File: config.mk
export PLATFORM = sky130hd
export DESIGN_NAME = mem_arbiter
export DESIGN_NICKNAME = d
export VERILOG_FILES = /design/src/rtl/mem_arbiter.sv
export SDC_FILE = /design/constraint.sdc
export NUM_CORES = 1
export LEC_CHECK = 0
export CORE_ASPECT_RATIO = 0.6
export CORE_MARGIN = 1
export CORE_UTILIZATION = 39
export CTS_CLUSTER_DIAMETER = 100
export DETAILED_ROUTE_END_ITERATION = 12
export GPL_TIMING_DRIVEN = 0
export PLACE_DENSITY = 0.87
export SKIP_LAST_GASP = 1
export SLEW_MARGIN = 0
export SYNTH_ARGS = -nofsm -noshare
export SYNTH_HDL_FRONTEND = slang
export SYNTH_SLANG_ARGS = --single-unit
File: constraint.sdc
create_clock -name i_clk -period 5.4 [get_ports i_clk]
set_clock_uncertainty 0.1 [all_clocks]
set_input_delay 1.62 -clock i_clk [delete_from_list [all_inputs] [get_ports i_clk]]
set_output_delay 1.62 -clock i_clk [all_outputs]
set_load 0.01 [all_outputs]
File: src/rtl/mem_arbiter.sv
// -----------------------------------------------------------------------------
// mem_arbiter
//
// Shares the single-port system memory (RAM/ROM/I/O window) between two bus
// masters: master 0 (CPU6 core) and master 1 (DMA / console loader).
// Ownership is granted round-robin. While the other master is waiting, an
// owner may make at most MAX_HOLD consecutive accesses. An owner with no
// competition keeps the port for as long as it keeps requesting.
//
// The winner's address, write enable and write data are steered onto the
// memory port. Read data is captured at the end of the access cycle and
// returned together with a one-cycle acknowledge.
//
// Parameters
//   ADDR_WIDTH  address width of the masters and the memory port
//   DATA_WIDTH  data width
//   MAX_HOLD    max consecutive accesses by one owner while the other master
//               requests (1..255)
//
// Ports
//   i_clk                 system clock, rising-edge active
//   i_rst_n               asynchronous active-low reset
//   i_mX_req              master X requests an access this cycle
//   i_mX_we               master X: 1 = write, 0 = read
//   i_mX_addr             master X access address
//   i_mX_wdata            master X write data
//   o_mX_gnt              master X currently owns the memory port
//   o_mX_ack              one-cycle pulse: master X's access in the
//                         previous cycle completed
//   o_mX_rdata            registered read data, valid while o_mX_ack = 1
//   o_mem_addr            memory address
//   o_mem_we              memory write enable
//   o_mem_wdata           memory write data
//   i_mem_rdata           combinational read data from memory
// -----------------------------------------------------------------------------
module mem_arbiter #(
  parameter int ADDR_WIDTH = 16,
  parameter int DATA_WIDTH = 8,
  parameter int MAX_HOLD   = 4
) (
  input  logic                  i_clk,
  input  logic                  i_rst_n,

  input  logic                  i_m0_req,
  input  logic                  i_m0_we,
  input  logic [ADDR_WIDTH-1:0] i_m0_addr,
  input  logic [DATA_WIDTH-1:0] i_m0_wdata,
  output logic                  o_m0_gnt,
  output logic                  o_m0_ack,
  output logic [DATA_WIDTH-1:0] o_m0_rdata,

  input  logic                  i_m1_req,
  input  logic                  i_m1_we,
  input  logic [ADDR_WIDTH-1:0] i_m1_addr,
  input  logic [DATA_WIDTH-1:0] i_m1_wdata,
  output logic                  o_m1_gnt,
  output logic                  o_m1_ack,
  output logic [DATA_WIDTH-1:0] o_m1_rdata,

  output logic [ADDR_WIDTH-1:0] o_mem_addr,
  output logic                  o_mem_we,
  output logic [DATA_WIDTH-1:0] o_mem_wdata,
  input  logic [DATA_WIDTH-1:0] i_mem_rdata
);

  // Last hold count value an owner may reach; the access made at this count
  // is the final one before a forced handover.
  localparam logic [7:0] HOLD_LAST = 8'(MAX_HOLD - 1);

  typedef enum logic [1:0] {
    IDLE = 2'd0,
    OWN0 = 2'd1,
    OWN1 = 2'd2
  } state_t;

  state_t                r_state;
  logic                  r_last;      // most recent owner (0 or 1)
  logic [7:0]            r_hold_cnt;  // owner accesses since state entry
  logic                  r_m0_ack;
  logic                  r_m1_ack;
  logic [DATA_WIDTH-1:0] r_m0_rdata;
  logic [DATA_WIDTH-1:0] r_m1_rdata;

  logic w_acc0;       // master 0 access in this cycle
  logic w_acc1;       // master 1 access in this cycle
  logic w_hold_last;  // owner has used its final contested slot

  assign w_acc0      = (r_state == OWN0) && i_m0_req;
  assign w_acc1      = (r_state == OWN1) && i_m1_req;
  assign w_hold_last = (r_hold_cnt == HOLD_LAST);

  // Grants decode straight from the registered state, so the two grants can
  // never be high together.
  assign o_m0_gnt   = (r_state == OWN0);
  assign o_m1_gnt   = (r_state == OWN1);
  assign o_m0_ack   = r_m0_ack;
  assign o_m1_ack   = r_m1_ack;
  assign o_m0_rdata = r_m0_rdata;
  assign o_m1_rdata = r_m1_rdata;

  // Memory port steering. This is combinational from the state register, so
  // an asynchronous reset drops the write enable in the same cycle and the
  // interrupted write never reaches memory.
  always_comb begin
    o_mem_addr  = '0;
    o_mem_we    = 1'b0;
    o_mem_wdata = '0;
    if (w_acc0) begin
      o_mem_addr  = i_m0_addr;
      o_mem_we    = i_m0_we;
      o_mem_wdata = i_m0_wdata;
    end else if (w_acc1) begin
      o_mem_addr  = i_m1_addr;
      o_mem_we    = i_m1_we;
      o_mem_wdata = i_m1_wdata;
    end
  end

  // Arbitration FSM together with the acknowledge / read-data registers.
  always_ff @(posedge i_clk or negedge i_rst_n) begin
    if (!i_rst_n) begin
      r_state    <= IDLE;
      r_last     <= 1'b1;
      r_hold_cnt <= '0;
      r_m0_ack   <= 1'b0;
      r_m1_ack   <= 1'b0;
      r_m0_rdata <= '0;
      r_m1_rdata <= '0;
    end else begin
      // Completion of this cycle's access. Writes acknowledge too and
      // return whatever the memory presents at that address.
      r_m0_ack <= w_acc0;
      r_m1_ack <= w_acc1;
      if (w_acc0) begin
        r_m0_rdata <= i_mem_rdata;
      end
      if (w_acc1) begin
        r_m1_rdata <= i_mem_rdata;
      end

      case (r_state)
        IDLE: begin
          r_hold_cnt <= '0;
          // On a tie the master that was not the last owner wins.
          if (i_m0_req && (!i_m1_req || r_last)) begin
            r_state <= OWN0;
            r_last  <= 1'b0;
          end else if (i_m1_req) begin
            r_state <= OWN1;
            r_last  <= 1'b1;
          end
        end

        OWN0: begin
          if (!i_m0_req) begin
            // Owner released: the dead cycle is this one, with no access.
            r_hold_cnt <= '0;
            if (i_m1_req) begin
              r_state <= OWN1;
              r_last  <= 1'b1;
            end else begin
              r_state <= IDLE;
            end
          end else if (w_hold_last && i_m1_req) begin
            // Final contested access completes now; m1 takes over next
            // cycle with no idle gap.
            r_state    <= OWN1;
            r_last     <= 1'b1;
            r_hold_cnt <= '0;
          end else if (!w_hold_last) begin
            // Saturates at HOLD_LAST so an uncontested owner never loses
            // the port, yet a newly arriving competitor is served after
            // this owner's next access.
            r_hold_cnt <= r_hold_cnt + 8'd1;
          end
        end

        OWN1: begin
          if (!i_m1_req) begin
            r_hold_cnt <= '0;
            if (i_m0_req) begin
              r_state <= OWN0;
              r_last  <= 1'b0;
            end else begin
              r_state <= IDLE;
            end
          end else if (w_hold_last && i_m0_req) begin
            r_state    <= OWN0;
            r_last     <= 1'b0;
            r_hold_cnt <= '0;
          end else if (!w_hold_last) begin
            r_hold_cnt <= r_hold_cnt + 8'd1;
          end
        end

        default: begin
          r_state    <= IDLE;
          r_hold_cnt <= '0;
        end
      endcase
    end
  end

endmodule
Word level (Yosys, flattened, before mapping). Index checks and enable logic that the tools add are counted. Widths: inputs -> output; s select.

Bits in registers: 29. Input port bits: 62. Output and inout port bits: 45. Word-level logic and storage cells: 55.

$add $sub $neg: 1. Equal/unequal tests: 7. Muxes and demuxes: 29. Reductions and logical operators: 11.

Operators by type and width (count): $mux 8 (7); $mux 16 (2); $pmux 8 s2 (1); $mux 2 (7); $mux 1 (10); $add 8x1->8 const B (1); $eq 8x2->1 const B (1); $ne 3x2->1 const B (2); $ne 3x3->1 const B (2); $pmux 2 s3 (1); $logic_and 1x1->1 (5); $reduce_and 4->1 (1); $pmux 1 s3 (1); $reduce_and 3->1 (1); $reduce_bool 3->1 (1); $eq 2x1->1 const B (1); $eq 2x2->1 const B (1); $logic_not 2->1 (1); $logic_not 1->1 (1); $logic_or 1x1->1 (1).

Logic depth before layout (Yosys ltp).
Depth in word-level cells: 5. Depth in mapped cells: 7. Gate-level depth less buffers: 7.

Least setup slack after synthesis. Ideal clock, no wire load.

Kind: input -> output. Start: input port i_m0_req. End: output port o_mem_addr[10]. Data arrival time: 2.464 ns. Required time: 3.680 ns. Path slack: 1.216 ns. Stages on the path: 5. Path buffers: 1. Cell sequence: nand2_2 -> clkinv_1 -> nor2_2 -> buf_2 -> a22o_1.

Word-level cells in the longest chain between the ends: 2.

RTL lines: start: declaration (RTL line 44) `input logic i_m0_req,`; $logic_and 1x1->1 (RTL line 88) `assign w_acc0 = (r_state == OWN0) && i_m0_req;`; $mux 16 (RTL line 108) `if (w_acc0) begin`; end: declaration (RTL line 60) `output logic [ADDR_WIDTH-1:0] o_mem_addr,`.

No other way between the ends.

Worst setup path after layout.
Start: input port i_m1_req. End: output port o_mem_wdata[5].

Word-level cells in the longest chain between the ends: 3.

RTL lines: start: declaration (RTL line 52) `input logic i_m1_req,`; $logic_and 1x1->1 (RTL line 89) `assign w_acc1 = (r_state == OWN1) && i_m1_req;`; $mux 8 (RTL line 112) `end else if (w_acc1) begin`; $mux 8 (RTL line 108); end: declaration (RTL line 62) `output logic [DATA_WIDTH-1:0] o_mem_wdata,`.

No other way between the ends.

==> key figures <==
Pwr
  – P_leak: 1.254 nW
  – Maximum VDD drop: 0.0003109 V
  – Pwr dens: 422.7 mW/mm^2
  – Power Total: 1.221 mW

Detailed routing
  – Wirelength, routed: 5.594 mm
  – Drt initial violations: 56
  – Drt pass-1 iters: 4
  – Via count: 1,669
  – Via-to-Cell Ratio: 5.027
  – # DRC: 0
  – Remaining antenna violation count: 0
  – WL/cell: 16.85 microns

Critical path
  – Setup crit end kind: output pin
  – Crit path required time: 3.68 ns
  – Crit path from: i_m1_req
  – Critical Path Fanout Max: 10
  – WS Path Type: in -> out
  – Setup crit start kind: primary input
  – R2R Path Start: r_state[0]$_DFFE_PN0P_
  – WP data arrival: 3.62 ns

Placement
  – Hpwl dp: 4.405 mm
  – Setup WS pre-CTS: -0.1362 ns
  – Final GP Congestion: 0.8826
  – Dpl cells: 324
  – DP Area: 0.002780 sq mm
  – PortBufs: 106

Cells and area
  – Util after Layout: 75.01%
  – Number of non-filler instances in the completed layout: 332
  – N_diodes: 0
  – Fillers: 265
  – Area Overhead vs Synth: 75.25%
  – Multi-input logic area: 863.3 sq um
  – Finished Cell Area: 0.002888 sq mm
  – Layout cell share with drive strength beyond 1: 13.82%
  – FF+latch area: 726.9 sq um
  – Nets: 342

Global route
  – Met3 usage: 10.71%
  – Congestion Overflow GR: 0
  – Met2 usage: 41.14%
  – Via count of the first global-routing pass: 1,722
  – M1 GR Usage: 34.06%
  – Global-route wire length before repair: 8.749 mm
  – Global-route layer with the greatest usage: met2
  – Initial antenna violation count: 0
  – Overall routing resource usage: 26.79%
  – Largest net degree at the start of global routing: 30

Timing
  – Post-route clock period utilization: 98.81%
  – Setup TNS: 0 ns
  – Hold Slack: 0.3829 ns
  – Worst Setup Slack, final: 0.06450 ns
  – Slew margin rel.: 57.21%
  – Worst-Margin Slew: 0.6418 ns
  – Max frequency: 187.4 MHz
  – Max Slew Vio Count: 0
  – Post-route minimum period: 5.335 ns
  – Final setup vio count: 0
  – Final hold vios: 0

Synthesis
  – Post-synthesis sequential area ratio: 44.12%
  – Ys Warns: 0
  – Main synth FF type: dfrtp_1
  – Area share of the largest cell type after synthesis: 42.52%
  – Synth top area cells: dfrtp_1, a22o_1, nand2_1
  – Post-synth ARST share: 100.0%
  – Synth Register Bits: 29
  – Synthesized Nets: 228
  – Syn Inst Count: 161
  – Synthesized area: 0.001648 sq mm
  – Unique masters post-synth: 42
  – Avg Cell Area, Syn: 10.23 sq um
  – Number of synthesized flops with an enable pin: 0
  – Ranking of synthesized cells by instance count: dfrtp_1, nand2_1, a22o_1
  – Synth area leader: dfrtp_1

Clocking
  – Clk slew on worst S/H paths: 0.06 ns
  – Root buffer cell: clkbuf_8
  – Num CTS Buffers: 5
  – H-tree levels: 2
  – Hold Buf Count CTS: 0
  – Clock buffer depth: 2
  – CTS sink cnt: 29
  – Clk_lat worst skew: 0.29 ns
  – CTS tree: built

Status
  – Status: finished, final reports clean

Floorplan
  – Initial Util: 42.80%
  – IO Pins: 107
  – Core Region: 0.003850 sq mm
  – Die height: 52.35 microns
  – Die W: 85.92 microns
  – Rows: 17
  – Die area: 0.004498 sq mm

Run
  – Max Cap Viol: 0

Hold path
  – Class of the worst hold path: reg -> reg
  – Hold path startpoint: o_m0_rdata[4]$_DFFE_PN0P_
-- area by class of cell --
class                           instances  area share, %
Buffer                                  6          1.430
Clock buffer                            6          2.860
Inverter                                8          1.083
Clock inverter                          1         0.2600
Sequential cell                        29          25.17
Tap cell                               57          2.470
Multi-Input combinational cell        118          29.90
Timing Repair Buffer                  107          36.83
-- worst max-delay path, cell delays in order --
cell and delay, ns:
clkdlybuf4s50_1 0.62, nand2_2 0.19, nor2_4 0.22, clkbuf_4 0.24, a22o_1 0.17, clkdlybuf4s50_1 0.55
-- per-layer routing --
metal  up-vias  routed length, microns
met3        11                     470
met2        66                    2585
met4         0                      90
met1       788                    2447
li1        804                       -
met5         -                       0
-- power by group --
group | internal [mW] | switching (mW) | total [mW]
logic | 0.388 | 0.298 | 0.686
clock network | 0.101 | 0.0862 | 0.187
registers | 0.297 | 0.0516 | 0.348
total | 0.785 | 0.435 | 1.22
-- cell families after synthesis --
| kind of cell | count (synthesis) | synth area share, % |
|---|---|---|
| compound gates | 39 | 19.51 |
| xor+xnor | 6 | 3.190 |
| fa+ha+maj | 5 | 3.797 |
| buf+inv | 14 | 3.796 |
| flops | 29 | 44.12 |
| mux | 11 | 7.669 |
| simple gates | 57 | 17.92 |
-- flip-flops by register name, indices dropped and copies added (netlist names) --
signal,flops
o_m0_rdata,8
r_hold_cnt,8
r_state,2
r_last,1
o_m1_rdata,8
o_m1_ack,1
o_m0_ack,1
-- what timing repair did --
| item | in CTS | in global routing |
|---|---|---|
| setup endpoints to repair | 20 | 21 |
| setup buffers | 0 | 1 |
| pin swaps | 0 | 0 |
| resized for setup | 2 | 8 |
| gates cloned | 0 | 0 |
-- placed cells by master (no fill, tap or decap), types with 2 or more instances in the layout --
| cell type | Yosys | layout |
|---|---|---|
| a21oi_1 | 4 | 4 |
| a22o_1 | 25 | 25 |
| and2_1 | 2 | 2 |
| clkbuf_2 | 0 | 3 |
| clkbuf_4 | 0 | 2 |
| clkbuf_8 | 0 | 6 |
| clkdlybuf4s50_1 | 0 | 105 |
| dfrtp_1 | 28 | 28 |
| ha_1 | 5 | 5 |
| inv_1 | 6 | 6 |
| mux2_2 | 9 | 9 |
| nand2_1 | 28 | 28 |
| nand2_2 | 2 | 2 |
| nand2b_1 | 2 | 2 |
| nand3_1 | 2 | 2 |
| nor2_1 | 8 | 8 |
| nor2b_1 | 2 | 2 |
| o21ai_0 | 2 | 2 |
| or2b_1 | 2 | 2 |
| xnor2_1 | 3 | 3 |
| xor2_1 | 3 | 3 |
-- worst paths after layout --
check	endpoint	slack (ns)	cells past startpoint
setup / recovery	o_mem_wdata[5]	0.06	6
hold / removal	o_m0_rdata[4]$_DFFE_PN0P_	0.38	2
setup reg to reg	r_state[1]$_DFFE_PN0P_	3.40	7
hold reg to reg	o_m0_rdata[4]$_DFFE_PN0P_	0.38	2
max in group asynchronous	o_m1_rdata[0]$_DFFE_PN0P_	3.53	1
min in group asynchronous	r_hold_cnt[7]$_DFF_PN0_	1.25	1
No activity file was read; power rests on OpenSTA's default activity.
